--- src/rtl/instr_fetch_unit.sv ---
// Instruction fetch stage: owns the PC, issues word fetches over request/grant, and
// buffers in-order responses in a 2-entry queue for decode. Define FETCH_PERF_CNT_EN for perf counters.
module instr_fetch_unit #(
  parameter logic [31:0] RESET_PC  = 32'h0000_0000,
  parameter logic [31:0] NOP_INSTR = 32'h0000_0013
) (
  input  logic        clk,
  input  logic        rst,
  output logic        IMemReq,
  output logic [31:0] IMemAddr,
  input  logic        IMemGnt,
  input  logic        IMemRspValid,
  input  logic [31:0] IMemRspData,
  input  logic        StallD,
  input  logic        PCSrcE,
  input  logic [31:0] PCTargetE,
  output logic        ValidD,
  output logic [31:0] InstrD,
  output logic [31:0] PCD,
  output logic [31:0] PCPlus4D
`ifdef FETCH_PERF_CNT_EN
  ,
  output logic [31:0] FetchCount,
  output logic [31:0] BubbleCount
`endif
);

  logic [31:0] pc;
  logic [1:0]  outstanding;
  logic [1:0]  outstanding_next;
  logic [1:0]  drop;
  logic [1:0]  count;
  logic [31:0] q_instr [2];
  logic [31:0] q_pc    [2];
  logic        q_rd;
  logic        q_wr;
  logic [31:0] tag_pc  [2];
  logic        tag_rd;
  logic        tag_wr;
  logic [31:0] last_pc;
  logic        grant;
  logic        pop;
  logic        push;
  logic [2:0]  occupancy;
  logic        unused_target_lsbs;

  assign unused_target_lsbs = ^PCTargetE[1:0];

  // NOTE: every always_comb output is assigned a default before any branch, so no latch is inferred.
  always_comb begin
    ValidD           = (count != 2'd0);
    pop              = ValidD && !StallD && !PCSrcE;
    occupancy        = {1'b0, outstanding} + {1'b0, count} - {2'b00, pop};
    IMemReq          = !rst && (occupancy < 3'd2);
    IMemAddr         = pc;
    grant            = IMemReq && IMemGnt;
    push             = IMemRspValid && (drop == 2'd0) && !PCSrcE;
    outstanding_next = outstanding + {1'b0, grant} - {1'b0, IMemRspValid};
    InstrD           = NOP_INSTR;
    PCD              = last_pc;
    if (ValidD) begin
      InstrD = q_instr[q_rd];
      PCD    = q_pc[q_rd];
    end
    PCPlus4D = PCD + 32'd4;
  end

  // NOTE: state registers use non-blocking assignments so every flop samples pre-edge values.
  always_ff @(posedge clk or posedge rst) begin
    if (rst) begin
      pc          <= RESET_PC;
      outstanding <= 2'd0;
      drop        <= 2'd0;
      count       <= 2'd0;
      q_rd        <= 1'b0;
      q_wr        <= 1'b0;
      tag_rd      <= 1'b0;
      tag_wr      <= 1'b0;
      last_pc     <= RESET_PC;
    end else begin
      outstanding <= outstanding_next;
      if (grant)        tag_wr  <= ~tag_wr;
      if (IMemRspValid) tag_rd  <= ~tag_rd;
      if (ValidD)       last_pc <= q_pc[q_rd];
      if (PCSrcE) begin
        // Everything still in flight, including this cycle's grant, belongs to the old path.
        pc    <= {PCTargetE[31:2], 2'b00};
        drop  <= outstanding_next;
        count <= 2'd0;
        q_rd  <= q_wr;
      end else begin
        if (grant)                           pc   <= pc + 32'd4;
        if (IMemRspValid && drop != 2'd0)    drop <= drop - 2'd1;
        if (push)                            q_wr <= ~q_wr;
        if (pop)                             q_rd <= ~q_rd;
        count <= count + {1'b0, push} - {1'b0, pop};
      end
    end
  end

  // NOTE: storage arrays carry no reset; their contents are only read behind count/outstanding.
  always_ff @(posedge clk) begin
    if (grant) tag_pc[tag_wr] <= pc;
    if (push) begin
      q_instr[q_wr] <= IMemRspData;
      q_pc[q_wr]    <= tag_pc[tag_rd];
    end
  end

  push_into_full: assert property (@(posedge clk) disable iff (rst) !(push && count == 2'd2));

`ifdef FETCH_PERF_CNT_EN
  always_ff @(posedge clk or posedge rst) begin
    if (rst) begin
      FetchCount  <= 32'd0;
      BubbleCount <= 32'd0;
    end else begin
      if (pop)     FetchCount  <= FetchCount + 32'd1;
      if (!ValidD) BubbleCount <= BubbleCount + 32'd1;
    end
  end
`endif

endmodule

--- config.mk ---
export PLATFORM = sky130hd
export DESIGN_NAME = instr_fetch_unit
export DESIGN_NICKNAME = d
export VERILOG_FILES = /design/src/rtl/instr_fetch_unit.sv
export SDC_FILE = /design/constraint.sdc
export NUM_CORES = 1
export LEC_CHECK = 0
export BUFFER_PORTS_ARGS = -buffer_cell sky130_fd_sc_hd__buf_2
export CAP_MARGIN = 20
export CORE_ASPECT_RATIO = 1.5
export CORE_MARGIN = 5
export CORE_UTILIZATION = 50
export DETAILED_ROUTE_END_ITERATION = 10
export PLACE_DENSITY = 0.84
export SKIP_LAST_GASP = 1
export SLEW_MARGIN = 20
export SYNTH_ARGS = -nofsm -noshare
export SYNTH_HDL_FRONTEND = slang
export SYNTH_SLANG_ARGS = --single-unit
--- constraint.sdc ---
create_clock -name clk -period 4.4 [get_ports clk]
set_input_delay 0.22 -clock clk [delete_from_list [all_inputs] [get_ports clk]]
set_output_delay 0.22 -clock clk [all_outputs]
set_load 0.01 [all_outputs]
==> results of run 1 <==
==> synth_stat cells, types with 3 or more instances <==
cell type | number | area, um2
clkbuf_1 | 12 | 45.0
buf_2 | 3 | 15.0
nand2_1 | 64 | 240
nor2_1 | 55 | 206
and3_1 | 6 | 37.5
a21oi_1 | 6 | 30.0
xor2_1 | 19 | 166
nor3_1 | 27 | 135
edfxtp_1 | 184 | 5530
nor4_1 | 8 | 50.1
nand3_1 | 12 | 60.1
inv_1 | 36 | 135
and2_1 | 3 | 18.8
xnor2_1 | 48 | 420
buf_1 | 7 | 26.3
o21ai_0 | 37 | 185
buf_6 | 3 | 33.8
dfrtp_1 | 72 | 1800
mux2i_1 | 61 | 611
mux2_2 | 46 | 518
a21o_1 | 6 | 45.0
ha_1 | 9 | 113
nand4_1 | 8 | 50.1
buf_4 | 7 | 52.6
and4_1 | 5 | 43.8
==> what timing repair did <==
action | in CTS | in global routing
endpoints found under the hold margin | 130 | 0
hold buffers | 64 | 0
resized for setup | 0 | 0
==> state kept, by name (all words and copies together), names as in the netlist <==
name / flops
q_instr: 64
last_pc: 32
tag_rd: 1
tag_wr: 1
IMemAddr: 30
q_rd: 1
count: 2
outstanding: 2
tag_pc: 60
drop: 2
q_wr: 1
q_pc: 60
==> power groups by stage <==
| stage | clock network [mW] | registers (mW) | logic (mW) |
|---|---|---|---|
| after global routing | 2.41 | 3.34 | 3.20 |
| after floorplan | 0 | 3.25 | 1.95 |
| after CTS | 2.31 | 3.29 | 2.97 |
| after detailed placement | 0 | 3.34 | 2.90 |
| after global placement | 0 | 3.32 | 2.83 |
| final | 2.27 | 3.29 | 2.94 |
==> path summary, 6_finish.rpt <==
check / endpoint / slack [ns] / depth (start not counted)
setup / recovery: PCPlus4D[28] / 0.36 / 11
hold / removal: q_rd / 0.10 / 4
setup reg to reg: drop[1] / 0.86 / 15
hold reg to reg: last_pc[1] / 0.52 / 1
max in group asynchronous: last_pc[27] / 3.01 / 5
min in group asynchronous: IMemAddr[16] / 0.44 / 4
==> cell families (layout without fill, tap and decap cells) <==
kind of cell    Yosys count  count (layout)  share of synthesized area (%)
compound gates           51              51                           2.60
xor+xnor                 67              67                           5.45
fa+ha+maj                10              10                           1.23
buf+inv                  70             353                           3.03
flops                   256             256                           68.0
mux                     107             107                           10.5
other cells               1               3                         0.0348
simple gates            203             203                           9.14
==> critical path, delay by kind of cell (launching register included) <==
family / cells / cell delay (ns)
muxes: 1 / 0.25
buffers and inverters: 3 / 0.81
and+or+nand+nor: 4 / 1.14
adders and majority gates: 1 / 0.23
xor gates and xnor gates: 1 / 0.17
AOI/OAI and AO/OA: 1 / 0.25
DFF: 1 / 0.44
==> layout make-up <==
class                      instances  area, um2  area share [%]
sequential                       256       7330            54.1
multi-input combinational        440       3140            23.2
clock inverter                    16        248            1.83
clock buffer                      28        637            4.70
tap                              268        335            2.48
inverter                          37        140            1.03
antenna                            1       2.50          0.0185
timing repair buffer             272       1710            12.7
==> layer usage <==
layer / part of all wire, % / track usage [%]
met4: 3.4 / 8.00
met5: 0 / 0
met2: 53 / 35.3
met3: 4.9 / 2.70
met1: 38 / 23.4
==> results.py, run 1 <==
metrics = {
    "power": {
        "switching_share_pct": 33.7,
        "power_density_nw_per_um2": 627,
        "ir_drop_uv": 289,
        "power_mw": 8.50,
        "p_leak_nw": 5.38,
        "pwr-share-comb_pct": 34.6,
        "p_seq_share_pct": 38.7,
        "intPower_mw": 5.64,
        "clkPwrFrac_pct": 26.7,
        "switching_power_mw": 2.86,
    },
    "synth": {
        "synth_warnings": 0,
        "post_synth.cell_area_avg_um2": 14.1,
        "synth_edf_count": 184,
        "synth_ff_type": "edfxtp_1",
        "synthesis.area_um2": 10800,
        "synth-seq-cells": 256,
        "synth_cells": 765,
        "async_reset_ff_share_pct": 28.1,
        "synth_cell_type_count": 43,
        "yosysSeqAreaShare_pct": 68.0,
    },
    "job": {
        "drv_cap": 0,
    },
    "layout": {
        "final_util_pct": 64.1,
        "layout_commonest_cell": "buf_2",
        "layout_common_cells": "buf_2 (195), edfxtp_1 (184), dfrtp_1 (71)",
        "fill_cells": 1528,
        "design_area_um2": 13500,
        "drive_gt1_share_pct": 29.2,
        "fin_nets": 1111,
        "final_cells": 1318,
        "area_growth_syn_to_layout_pct": 25.8,
    },
    "timing": {
        "hold_viol": 0,
        "worst_pin_slew_ns": 0.880,
        "fmax_ghz": 0.247,
        "finalSetupViolations": 0,
        "setup_slack_ns": 0.355,
        "whs_ns": 0.101,
        "fin_crit_sh_pct": 91.9,
        "max_slew_margin_pct": 40.8,
        "layout_min_cycle_time_ns": 4.04,
        "rsz0062_at_grt": "no",
        "fin_setup_tns_ns": 0,
        "slew_viol_final": 0,
        "skew_ns": 0.0134,
    },
    "die": {
        "die_x_um": 130,
        "coreArea_um2": 21100,
        "die_h_um": 190,
        "initial_core_util_pct": 50.9,
        "num_rows": 65,
        "num_io_pins": 200,
        "dieArea_um2": 24600,
    },
    "worst_setup_path": {
        "slowest_delay_ns": 0.52,
        "crit_chain": "nor2_4 -> inv_2 -> mux2i_1 -> inv_1 -> ha_1 -> o211ai_1 -> nor4_1 -> nand4_1 -> nor4_1 -> xnor2_1 -> buf_2",
        "r2r_start": "count[0]",
        "crit_path_max_fanout": 29,
        "cp.required_ns": 4.18,
        "worstPathArrival_ns": 3.82,
        "crit_path_start": "count[0]",
        "crit_path_end_kind": "output pin",
        "crit_path_frequent_cell": "nor4_1",
        "cp-start-kind": "flop",
        "path_class": "reg -> out",
        "slowest_stage": "inv_2",
    },
    "clock_tree": {
        "cts_root_buffer": "clkbuf_16",
        "clkSinkCount": 256,
        "cts_max_level": 1,
        "clkTransAtPathRegs_ns": 0.06,
        "cts_buffer_depth": 3,
        "cts_buffers": 24,
        "clock_latency_ns": 0.52,
        "cts_tree": "built",
        "post_cts_buffers": 0,
    },
    "route": {
        "drc": 0,
        "via_count": 6868,
        "wire_per_inst_um": 18.3,
        "wl_um": 24100,
        "dr.pass1.iters": 4,
        "drt_iter0_drc": 324,
        "postRouteAntennaNets": 0,
        "vias_per_cell": 5.21,
    },
    "global_routing": {
        "antenna_found_initial": 0,
        "grt_pass1_vias": 7203,
        "grt_pass1_wl_um": 38000,
        "grtUsageTotal_pct": 19.6,
        "grt_overflow": 0,
        "grt_max_degree": 69,
    },
    "place": {
        "hpwlAfterDp_um": 16300,
        "dpl.cell_count": 1209,
        "gp_congestion": 0.826,
        "place_ws_ns": 0.895,
        "place_area_um2": 12000,
        "numPortBuffers": 195,
    },
    "worst_hold_path": {
        "hp-class": "in -> reg",
        "min_from": "StallD",
    },
    "outcome": {
        "outcome": "finished, final reports clean",
    },
}
Power figures use the tool's default switching activity.
==> run 2, diff against run 1 <==
--- a/config.mk
+++ b/config.mk
@@ -7,11 +7,11 @@
 export LEC_CHECK = 0
 export BUFFER_PORTS_ARGS = -buffer_cell sky130_fd_sc_hd__buf_2
 export CAP_MARGIN = 20
-export CORE_ASPECT_RATIO = 1.5
+export CORE_ASPECT_RATIO = 1.4
 export CORE_MARGIN = 5
 export CORE_UTILIZATION = 50
 export DETAILED_ROUTE_END_ITERATION = 10
-export PLACE_DENSITY = 0.84
+export PLACE_DENSITY = 0.8
 export SKIP_LAST_GASP = 1
 export SLEW_MARGIN = 20
 export SYNTH_ARGS = -nofsm -noshare
==> run 2 against run 1 <==
Fmax is 1.6% higher; total power is 1.5% lower; sequential share of layout area is 0.11 points higher; critical path depth is 1 higher; non-clock buffer count stayed put; via count is 0.67% lower; clock power is 6% lower; largest power group unchanged.
==> results.py, run 2 (same netlist as run 1, synthesis figures left out) <==
metrics = {
    "worst_setup_path": {
        "crit_path_max_fanout": 44,
        "crit_chain": "nor2_4 -> buf_6 -> inv_4 -> mux2i_1 -> inv_1 -> ha_1 -> o211ai_1 -> nor4_1 -> nand4_1 -> and4bb_2 -> xnor2_1 -> buf_2",
        "slowest_stage": "and4bb_2",
        "cp.required_ns": 4.18,
        "slowest_delay_ns": 0.43,
        "crit_path_end_kind": "output pin",
        "path_class": "reg -> out",
        "worstPathArrival_ns": 3.76,
        "cp-start-kind": "flop",
    },
    "timing": {
        "whs_ns": 0.137,
        "layout_min_cycle_time_ns": 3.98,
        "rsz0062_at_grt": "no",
        "fmax_ghz": 0.251,
        "fin_crit_sh_pct": 90.4,
        "setup_slack_ns": 0.421,
        "hold_viol": 0,
        "max_slew_margin_pct": 44.6,
        "finalSetupViolations": 0,
        "slew_viol_final": 0,
        "skew_ns": 0.0146,
        "worst_pin_slew_ns": 0.823,
    },
    "clock_tree": {
        "post_cts_buffers": 0,
        "clkSinkCount": 256,
        "cts_buffer_depth": 3,
        "cts_root_buffer": "clkbuf_16",
        "clkTransAtPathRegs_ns": 0.06,
        "cts_tree": "built",
        "clock_latency_ns": 0.51,
        "cts_buffers": 24,
        "cts_max_level": 1,
    },
    "route": {
        "wl_um": 23800,
        "dr.pass1.iters": 5,
        "drt_iter0_drc": 359,
        "drc": 0,
        "wire_per_inst_um": 18.2,
        "vias_per_cell": 5.21,
        "postRouteAntennaNets": 0,
        "via_count": 6822,
    },
    "die": {
        "die_x_um": 134,
        "num_io_pins": 200,
        "coreArea_um2": 21200,
        "initial_core_util_pct": 50.8,
        "num_rows": 63,
        "dieArea_um2": 24600,
        "die_h_um": 184,
    },
    "outcome": {
        "outcome": "finished, final reports clean",
    },
    "power": {
        "power_density_nw_per_um2": 620,
        "power_mw": 8.38,
        "p_leak_nw": 5.38,
        "ir_drop_uv": 345,
    },
    "layout": {
        "final_util_pct": 63.8,
        "area_growth_syn_to_layout_pct": 25.5,
        "largest_register_ffs": 64,
        "regMostFlops": "q_instr",
        "layout_commonest_cell": "buf_2",
        "layout_common_cells": "buf_2 (195), edfxtp_1 (184), dfrtp_1 (71)",
        "fin_nets": 1111,
        "drive_gt1_share_pct": 29.5,
        "reg_top3": "q_instr x64, q_pc x60, tag_pc x60",
        "diodes": 0,
        "design_area_um2": 13500,
    },
    "place": {
        "place_area_um2": 12000,
        "place_ws_ns": 0.584,
        "gp_congestion": 0.817,
        "hpwlAfterDp_um": 16100,
        "numPortBuffers": 195,
    },
    "global_routing": {
        "grtUsageTotal_pct": 19.3,
        "grt_overflow": 0,
        "grt_pass1_wl_um": 37900,
        "grt_max_degree": 69,
        "grt_pass1_vias": 7127,
        "antenna_found_initial": 0,
    },
    "worst_hold_path": {
        "hp-class": "in -> reg",
    },
    "job": {
        "drv_cap": 0,
    },
}
==> run 2: changes by cell type in the layout (fill, tap and decap cells not counted), moves of 3 or more <==
cell | before | now
bufinv_16 | 6 | 1
buf_4 | 13 | 10
clkbuf_16 | 25 | 28
clkinv_1 | 4 | 0
inv_4 | 0 | 3
clkbuf_8 | 0 | 3
==> run 2: cell type report <==
class	instances	area [um2]
clock buffer	35	757
clock inverter	9	81.3
fill	1545	7680
inverter	37	143
multi-input combinational	440	3140
sequential	256	7330
tap	260	325
timing repair buffer	272	1740
==> run 2: metrics by stage <==
step | std cells | TNS (ns)
2_1_floorplan | 766 | -7.28
5_1_grt | 1309 | 0
4_1_cts | 1309 | 0
3_5_place_dp | 1201 | 0
3_3_place_gp | 1201 | 0
6_report | 1309 | 0
==> run 2: path summary, 6_finish.rpt <==
| kind | endpoint | cells past startpoint | slack [ns] | start |
|---|---|---|---|---|
| min in group asynchronous | IMemAddr[28] | 4 | 0.42 | rst |
| setup / recovery | PCPlus4D[24] | 12 | 0.42 | count[0] |
| hold / removal | q_rd | 4 | 0.14 | StallD |
| max in group asynchronous | q_rd | 5 | 3.03 | rst |
| setup reg to reg | tag_pc[0][20] | 10 | 0.94 | count[0] |
| hold reg to reg | last_pc[1] | 1 | 0.53 | last_pc[1] |
==> run 2: what timing repair did <==
action | 4_1_cts | 5_1_grt
setup endpoints to repair | 0 | 7
hold buffers | 64 | 0
gates resized for setup | 0 | 3
endpoints found under the hold margin | 131 | 0
==> run 2: where the power goes <==
group	switching [mW]	internal [mW]	total, mW	leakage (nW)
logic	1.81	1.19	2.99	2.44
clock network	0.866	1.26	2.13	0.411
registers	0.187	3.07	3.26	2.53
==> run 2: metal layers <==
| metal | vias to the layer above | share of wire, % | GRT usage (%) |
|---|---|---|---|
| li1 | 3259 | - | - |
| met1 | 3324 | 40 | 24.4 |
| met2 | 193 | 52 | 34.4 |
| met3 | 46 | 4.7 | 2.57 |
| met4 | 0 | 2.9 | 6.60 |
| met5 | - | 0 | 0 |
==> run 2: worst max-delay path, delay by kind of cell, from the launching register on <==
| family | cells | cell delay, ns |
|---|---|---|
| muxes | 1 | 0.23 |
| AOI/OAI and AO/OA | 1 | 0.25 |
| and+or+nand+nor | 4 | 1.19 |
| adders and majority gates | 1 | 0.22 |
| buffers and inverters | 4 | 0.84 |
| DFF | 1 | 0.41 |
| xor gates and xnor gates | 1 | 0.11 |
==> run 3, diff against run 2 <==
--- a/config.mk
+++ b/config.mk
@@ -10,6 +10,7 @@
 export CORE_ASPECT_RATIO = 1.4
 export CORE_MARGIN = 5
 export CORE_UTILIZATION = 50
+export CTS_BUF_LIST = sky130_fd_sc_hd__clkbuf_16
 export DETAILED_ROUTE_END_ITERATION = 10
 export PLACE_DENSITY = 0.8
 export SKIP_LAST_GASP = 1
==> run 3 against run 2 <==
Design area down 0.22%; sequential cell count unchanged; setup slack better by 0.032 ns; sequential power about the same; cell count unchanged; wire length about the same; total power down 0.60%; core utilization down 0.14 points; critical endpoint unchanged; hold slack worse by 0.0032 ns; clock skew grew 0.0038 ns.
==> results.py, run 3 (same netlist as run 1, synthesis figures left out) <==
metrics = {
    "layout": {
        "largest_register_ffs": 64,
        "drive_gt1_share_pct": 29.3,
        "area_growth_syn_to_layout_pct": 25.3,
        "reg_top3": "q_instr x64, q_pc x60, tag_pc x60",
        "final_util_pct": 63.6,
        "diodes": 0,
        "regMostFlops": "q_instr",
        "layout_common_cells": "buf_2 (195), edfxtp_1 (184), dfrtp_1 (71)",
        "final_cells": 1309,
        "layout_commonest_cell": "buf_2",
        "fin_nets": 1111,
    },
    "clock_tree": {
        "cts_buffers": 24,
        "cts_tree": "built",
        "clock_latency_ns": 0.51,
        "cts_buffer_depth": 3,
        "clkTransAtPathRegs_ns": 0.06,
        "post_cts_buffers": 0,
        "cts_max_level": 1,
        "clkSinkCount": 256,
        "cts_root_buffer": "clkbuf_16",
    },
    "worst_hold_path": {
        "min_from": "StallD",
        "hp-class": "in -> reg",
        "whs_endpoint": "q_rd",
        "whs_path_depth": 4,
    },
    "power": {
        "ir_drop_uv": 358,
        "switching_power_mw": 2.87,
        "switching_share_pct": 34.5,
        "clkPwrFrac_pct": 24.9,
        "pwr-share-comb_pct": 36.0,
        "p_seq_share_pct": 39.1,
        "power_density_nw_per_um2": 617,
        "p_leak_nw": 5.38,
        "intPower_mw": 5.46,
    },
    "worst_setup_path": {
        "worstPathArrival_ns": 3.73,
        "crit_path_max_fanout": 44,
        "r2r_start": "count[0]",
        "cp-start-kind": "flop",
        "crit_path_end_kind": "output pin",
        "r2r_setup_slack_ns": 0.93,
        "cp.required_ns": 4.18,
        "reg2reg_depth": 15,
        "timing.rr.end": "drop[1]",
        "path_class": "reg -> out",
    },
    "route": {
        "vias_per_cell": 5.24,
        "dr.pass1.iters": 4,
        "via_count": 6853,
        "drt_iter0_drc": 374,
        "postRouteAntennaNets": 0,
        "drc": 0,
        "wl_um": 23800,
        "wire_per_inst_um": 18.2,
    },
    "timing": {
        "rsz0062_at_grt": "no",
        "layout_min_cycle_time_ns": 3.95,
        "fin_setup_tns_ns": 0,
        "fin_crit_sh_pct": 89.7,
        "skew_ns": 0.0184,
        "max_slew_margin_pct": 43.8,
        "hold_viol": 0,
        "worst_pin_slew_ns": 0.835,
        "finalSetupViolations": 0,
        "slew_viol_final": 0,
        "fmax_ghz": 0.253,
        "whs_ns": 0.134,
    },
    "place": {
        "gp_congestion": 0.817,
        "dpl.cell_count": 1201,
        "hpwlAfterDp_um": 16100,
        "numPortBuffers": 195,
    },
    "global_routing": {
        "grt_pass1_wl_um": 37700,
        "grt_overflow": 0,
        "grt_pass1_vias": 7075,
        "grt_max_degree": 69,
        "antenna_found_initial": 0,
        "grtUsageTotal_pct": 19.2,
    },
    "die": {
        "die_h_um": 184,
        "die_x_um": 134,
        "initial_core_util_pct": 50.8,
        "num_io_pins": 200,
        "dieArea_um2": 24600,
        "coreArea_um2": 21200,
        "num_rows": 63,
    },
    "outcome": {
        "outcome": "finished, final reports clean",
    },
    "job": {
        "drv_cap": 0,
    },
}
## run 3: cell types whose count changed in the layout (fill, tap and decap cells not counted)
cell      previous run  this run
clkbuf_8             3         0
clkbuf_1             4         0
clkinv_1             0         2
inv_2                0         1
inv_1               35        39
## run 3: area by class of cell
class / count / area (um2)
Fill cell: 1556 / 7710
Sequential cell: 256 / 7330
Multi-Input combinational cell: 440 / 3140
Timing Repair Buffer: 272 / 1740
Clock buffer: 28 / 701
Tap cell: 260 / 325
Inverter: 37 / 143
Clock inverter: 16 / 108
## run 3: timing repair
action	4_1_cts	5_1_grt
endpoints found under the setup margin	0	6
endpoints found under the hold margin	131	0
gates resized for setup	0	3
hold buffers	64	0
## run 3: metrics by stage
stage	power, mW	cell area (um2)	setup WS (ns)
after global routing	8.78	13500	0.134
after detailed placement	6.26	12000	0.584
after floorplan	5.20	10800	-0.121
after global placement	6.17	12000	0.692
final	8.33	13500	0.453
after CTS	8.39	13500	0.0263
## run 3: how the worst max path moves through the flow
stage,start,end,slack (ns)
3_3_place_gp,count[0],PCPlus4D[24],0.69
5_1_grt,count[0],PCPlus4D[24],0.13
6_report,count[0],PCPlus4D[24],0.45
2_1_floorplan,count[0],tag_pc[0][10],-0.12
3_5_place_dp,count[0],PCPlus4D[24],0.58
4_1_cts,count[0],PCPlus4D[24],0.03
## run 3: power groups by stage
stage	logic [mW]	registers (mW)	clock network [mW]
after floorplan	1.95	3.25	0
after global placement	2.89	3.28	0
after detailed placement	2.95	3.30	0
after CTS	3.02	3.26	2.12
after global routing	3.26	3.29	2.22
final	3.00	3.25	2.08
## run 3: metal layers
layer	wire length [um]	vias to the layer above	track usage, %	share of wire [%]
met5	0	-	0	0
met4	663	0	6.76	2.8
met3	1060	45	2.63	4.4
met2	12400	198	34.0	52
met1	9700	3354	24.3	41
li1	-	3256	-	-
## run 3: worst max-delay path, cell delays in order, from the launching register on
cell and delay [ns]:
dfrtp_1 0.40, nor2_4 0.13, buf_6 0.32, inv_4 0.25, mux2i_1 0.22, inv_1 0.12
ha_1 0.22, o211ai_1 0.25, nor4_1 0.27, nand4_1 0.34, and4bb_2 0.42, xnor2_1 0.11
buf_2 0.15
